[src/rtl/noc_input_buffer.sv]
// NoC router input port: a flit FIFO plus the packet-level controller that
// requests routing for the head packet and streams it to the crossbar.
//
// state          | meaning
// ---------------+-------------------------------------------------------
// S_IDLE         | no packet in progress, waiting for a flit in the FIFO
// S_HEADER       | header at FIFO head, routing request (h) raised
// S_SEND_HDR     | connection granted, forwarding the header flit
// S_SEND_SIZE    | forwarding the size flit, which loads the payload count
// S_SEND_PAYLOAD | forwarding payload flits until the count runs out
module noc_input_buffer #(
  parameter int TAM_FLIT   = 16,
  parameter int TAM_BUFFER = 4
) (
  input  logic                clock,
  input  logic                reset,
  input  logic                rx,
  input  logic [TAM_FLIT-1:0] data_in,
  output logic                credit_o,
  output logic                h,
  input  logic                ack_h,
  output logic                data_av,
  output logic [TAM_FLIT-1:0] data,
  input  logic                data_ack,
  output logic                sender
);

  localparam int PTR_W = (TAM_BUFFER > 1) ? $clog2(TAM_BUFFER) : 1;
  localparam int OCC_W = PTR_W + 1;

  localparam logic [PTR_W-1:0]    PTR_ONE  = PTR_W'(1);
  localparam logic [OCC_W-1:0]    OCC_ONE  = OCC_W'(1);
  localparam logic [OCC_W-1:0]    OCC_FULL = OCC_W'(TAM_BUFFER);
  localparam logic [TAM_FLIT-1:0] CNT_ONE  = TAM_FLIT'(1);

  typedef enum logic [2:0] {
    S_IDLE,
    S_HEADER,
    S_SEND_HDR,
    S_SEND_SIZE,
    S_SEND_PAYLOAD
  } state_t;

  state_t              state_q, state_d;
  logic [PTR_W-1:0]    wr_ptr_q, rd_ptr_q;
  logic [OCC_W-1:0]    occ_q, occ_d;
  logic [TAM_FLIT-1:0] cnt_q, cnt_d;
  logic [TAM_FLIT-1:0] mem_q [TAM_BUFFER];

  logic not_empty;
  logic wr_en;
  logic rd_en;

  // Flow control and handshakes decoded from registered occupancy only, so
  // a same-cycle pop can never open credit for a write while full.
  always_comb begin
    not_empty = (occ_q != '0);
    credit_o  = (occ_q < OCC_FULL);
    wr_en     = rx & credit_o;
    rd_en     = data_av & data_ack;
    data      = mem_q[rd_ptr_q];
  end

  // Flit storage; contents need no reset because occupancy gates every read.
  always_ff @(posedge clock) begin
    if (wr_en) begin
      mem_q[wr_ptr_q] <= data_in;
    end
  end

  // Occupancy next value: a simultaneous push and pop cancel out.
  always_comb begin
    occ_d = occ_q;
    case ({wr_en, rd_en})
      2'b10:   occ_d = occ_q + OCC_ONE;
      2'b01:   occ_d = occ_q - OCC_ONE;
      default: occ_d = occ_q;
    endcase
  end

  // Pointers, occupancy, payload counter and FSM state registers.
  always_ff @(posedge clock or negedge reset) begin
    if (!reset) begin
      wr_ptr_q <= '0;
      rd_ptr_q <= '0;
      occ_q    <= '0;
      cnt_q    <= '0;
      state_q  <= S_IDLE;
    end else begin
      if (wr_en) begin
        wr_ptr_q <= wr_ptr_q + PTR_ONE;
      end
      if (rd_en) begin
        rd_ptr_q <= rd_ptr_q + PTR_ONE;
      end
      occ_q   <= occ_d;
      cnt_q   <= cnt_d;
      state_q <= state_d;
    end
  end

  // Packet controller: next state, payload count and port outputs.
  always_comb begin
    state_d = state_q;
    cnt_d   = cnt_q;
    h       = 1'b0;
    sender  = 1'b0;
    data_av = 1'b0;
    case (state_q)
      S_IDLE: begin
        if (not_empty) begin
          state_d = S_HEADER;
        end
      end
      S_HEADER: begin
        h = 1'b1;
        if (ack_h) begin
          state_d = S_SEND_HDR;
        end
      end
      S_SEND_HDR: begin
        sender  = 1'b1;
        data_av = not_empty;
        if (data_av && data_ack) begin
          state_d = S_SEND_SIZE;
        end
      end
      S_SEND_SIZE: begin
        sender  = 1'b1;
        data_av = not_empty;
        if (data_av && data_ack) begin
          cnt_d   = data;
          state_d = (data == '0) ? S_IDLE : S_SEND_PAYLOAD;
        end
      end
      S_SEND_PAYLOAD: begin
        sender  = 1'b1;
        data_av = not_empty;
        if (data_av && data_ack) begin
          cnt_d = cnt_q - CNT_ONE;
          if (cnt_q == CNT_ONE) begin
            state_d = S_IDLE;
          end
        end
      end
      default: begin
        state_d = S_IDLE;
      end
    endcase
  end

endmodule
[config.mk]
export PLATFORM = sky130hd
export DESIGN_NAME = noc_input_buffer
export DESIGN_NICKNAME = d
export VERILOG_FILES = /design/src/rtl/noc_input_buffer.sv
export SDC_FILE = /design/constraint.sdc
export NUM_CORES = 1
export LEC_CHECK = 0
export CAP_MARGIN = 20
export CORE_AREA = 2 2 81 99
export CTS_CLUSTER_SIZE = 28
export DETAILED_ROUTE_END_ITERATION = 8
export DIE_AREA = 0 0 83 101
export PLACE_DENSITY = 0.77
export REMOVE_ABC_BUFFERS = 1
export SETUP_SLACK_MARGIN = 0.2
export SLEW_MARGIN = 20
export SYNTH_ARGS = -nofsm -noshare
export SYNTH_HDL_FRONTEND = slang
export SYNTH_SLANG_ARGS = --single-unit
[constraint.sdc]
create_clock -name clock -period 3.4 [get_ports clock]
set_clock_uncertainty 0.15 [all_clocks]
set_input_delay 1.02 -clock clock [delete_from_list [all_inputs] [get_ports clock]]
set_output_delay 1.02 -clock clock [all_outputs]
set_load 0.05 [all_outputs]
==> flow_metrics.py <==
metrics = {
    "die": {
        "dieWidth_um": 83,
        "rows": 35,
        "coreArea_um2": 7488,
        "ios": 41,
        "start_util_pct": 54.35,
        "die_y_um": 101,
        "die-area_um2": 8383,
    },
    "sta": {
        "fin_setup_tns_ps": 0,
        "hold_viol": 0,
        "final-max-slew-violation-count": 0,
        "tightest_slew_ps": 709.9,
        "fmax_mhz": 325.7,
        "fin_crit_ps": 3070,
        "slew_headroom_pct": 52.27,
        "finalSetupViolCount": 0,
        "hold_ws_ps": 377.3,
        "period_share_pct": 90.30,
        "rsz0062_at_grt": "no",
    },
    "routing": {
        "viasPerCell": 5.950,
        "vias": 2499,
        "ant_nets": 0,
        "drt_iter0_drc": 131,
        "drt-pass1-iter-count": 4,
        "remaining_drc_errors": 0,
        "drt-total-wl_um": 7635,
        "wire_per_inst_um": 18.18,
    },
    "clock_network": {
        "cts_tree": "yes",
        "worstSkewPairLatency_ps": 360,
        "cts_post_setup_buffers_inserted": 0,
        "cts_sinks": 90,
        "cts_buffers": 9,
        "clockBufferDepth": 2,
        "htree_levels": 3,
        "root_buffer": "clkbuf_8",
        "path_clk_slew_ps": 100,
    },
    "critical_path": {
        "ff2ff_setup_slack_ps": 780,
        "cp_max_fo": 18,
        "ff2ff_path_depth": 10,
        "required_ps": 2230,
        "reg2reg_from": "state_q[1]",
        "end_kind": "output pin",
        "worst_setup_path_start_kind": "flip-flop",
        "path_class": "flip-flop to output pin",
        "arrival_ps": 1900,
        "r2r_end": "occ_q[2]",
    },
    "global_route": {
        "antenna_found_initial": 0,
        "grt_pass1_wl_um": 12230,
        "globalRoute.totalOverflow": 0,
        "grt_max_degree": 36,
        "grt.total_usage_pct": 19.06,
        "grt_pass1_vias": 2395,
    },
    "yosys": {
        "syn_area_um2": 4070,
        "synth_seq_area_share_pct": 63.20,
        "ys_async_sr_fraction_pct": 28.89,
        "synth_compound_area_share_pct": 9.806,
        "ys_types": 51,
        "synthMuxAreaShare_pct": 10.45,
        "synth_top_family_by_area": "multiplexers",
        "synth_simple_gate_area_share_pct": 8.515,
        "synth_xor_area_share_pct": 1.291,
        "synthAdderAreaFrac_pct": 2.644,
        "syn_avg_cell_area_um2": 14.69,
        "synth_seq_cells": 90,
        "netlist_instances": 277,
        "synthFlopType": "edfxtp_1",
        "synth-edff-count": 64,
        "synth_warnings": 0,
    },
    "power": {
        "leakage_nw": 1.757,
        "p_per_area_nw_per_um2": 927.6,
        "pwr-share-comb_pct": 46.6,
        "pwr-share-clk_pct": 16.3,
        "p_int_w": 0.002505,
        "p_seq_share_pct": 37.1,
        "ir_worst_vdd_uv": 553.5,
        "switching_share_pct": 43.03,
        "p_switching_w": 0.001892,
    },
    "cells_and_area": {
        "stdcell_area_um2": 4741,
        "layout-drive-gt1-share_pct": 16.46,
        "antenna_cells": 0,
        "fin_util_pct": 63.31,
        "syn2layout_area_growth_pct": 16.48,
        "mostFrequentLayoutCells": "64 x edfxtp_1, 26 x dfrtp_1, 26 x buf_4",
        "final_cells": 420,
        "nets": 352,
        "final_common_cell": "edfxtp_1",
    },
    "placed_design": {
        "dp_cells": 404,
        "dp_hpwl_um": 5162,
        "io_buffers": 40,
        "detailed_place.area_um2": 4538,
        "finalWeightedCongestion": 0.8236,
    },
    "worst_hold_path": {
        "hold_depth": 1,
        "hp-class": "flip-flop to flip-flop",
        "worstHoldStart": "cnt_q[8]",
        "min_to": "cnt_q[8]",
    },
    "run_status": {
        "status": "complete, no violations",
    },
    "flow_run": {
        "drv_cap": 0,
    },
}
-- state kept, by name (all words and copies together), names as in the netlist --
signal,cells
rd_ptr_q,2
state_q,3
occ_q,3
wr_ptr_q,2
cnt_q,16
mem_q,64
-- power groups by stage --
stage,sequential (W),combinational (W),clock (W)
2_1_floorplan,0.00166,0.00140,0
3_3_place_gp,0.00163,0.00201,0
3_5_place_dp,0.00165,0.00206,0
4_1_cts,0.00163,0.00206,0.000729
5_1_grt,0.00167,0.00221,0.000767
6_report,0.00163,0.00205,0.000715
-- synthesized netlist by cell type, types with 3 or more instances --
master     count  area, um^2
clkbuf_1       6       22.52
o2bb2ai_1      3       26.28
dfrtp_1       26       650.6
ha_1           7       87.58
buf_2          5       25.02
o21ai_0       20       100.1
xnor2_1        4       35.03
nor3b_1        3       22.52
edfxtp_1      64        1922
nor2_1        15       56.30
nor3_1         8       40.04
and2_1         4       25.02
a21oi_1       15       75.07
nor4_2         4       50.05
inv_1         15       56.30
a22oi_1        6       45.04
mux4_2         4       90.09
mux4_1        12       315.3
nor4_1         3       18.77
nand2_1       10       37.54
-- cells by family after synthesis --
kind of cell / Yosys count
AOI/OAI and AO/OA: 63
xor gates and xnor gates: 6
buffers and inverters: 31
adders and majority gates: 8
and+or+nand+nor: 61
DFF: 90
muxes: 18
-- metrics by stage --
step	setup slack [ps]	total power, W
floorplan	223.4	0.003062
CTS	245.6	0.004419
global route	259.3	0.004640
finish	329.7	0.004397
global placement	277.1	0.003645
detailed placement	209.8	0.003711
-- worst max-delay path, cell delays in order (launching register included) --
cell     delay, ps
dfrtp_1        350
buf_6          230
mux4_1         690
buf_4          240
-- cell type report --
class,instances,area (um^2)
repair buffers,51,469.2
fillers,563,2748
inverters,15,56.30
clock buffers,9,123.9
multi-input cells,156,1331
clock inverters,7,72.57
flip-flops and latches,90,2572
well taps,92,115.1
-- worst max path at each step --
stage | start | endpoint | cells after the start
global placement | data_ack | occ_q[2] | 9
detailed placement | data_ack | occ_q[2] | 9
floorplan | state_q[1] | data_av | 3
global route | rd_ptr_q[0] | data[8] | 3
finish | rd_ptr_q[0] | data[10] | 3
CTS | state_q[0] | h | 3
-- metal layers --
layer | vias up | track usage [%] | routed length, um
met3 | 6 | 3.604 | 288
met1 | 1265 | 24.24 | 3271
met4 | 0 | 7.188 | 72
li1 | 1173 | - | -
met2 | 55 | 32.82 | 4003
met5 | - | 0 | 0
-- timing repair --
action | in CTS | in global routing
endpoints found under the hold margin | 0 | 0
hold buffers | 0 | 0
endpoints found under the setup margin | 0 | 4
resized for setup | 0 | 2
(Power assumes the default switching activity.)
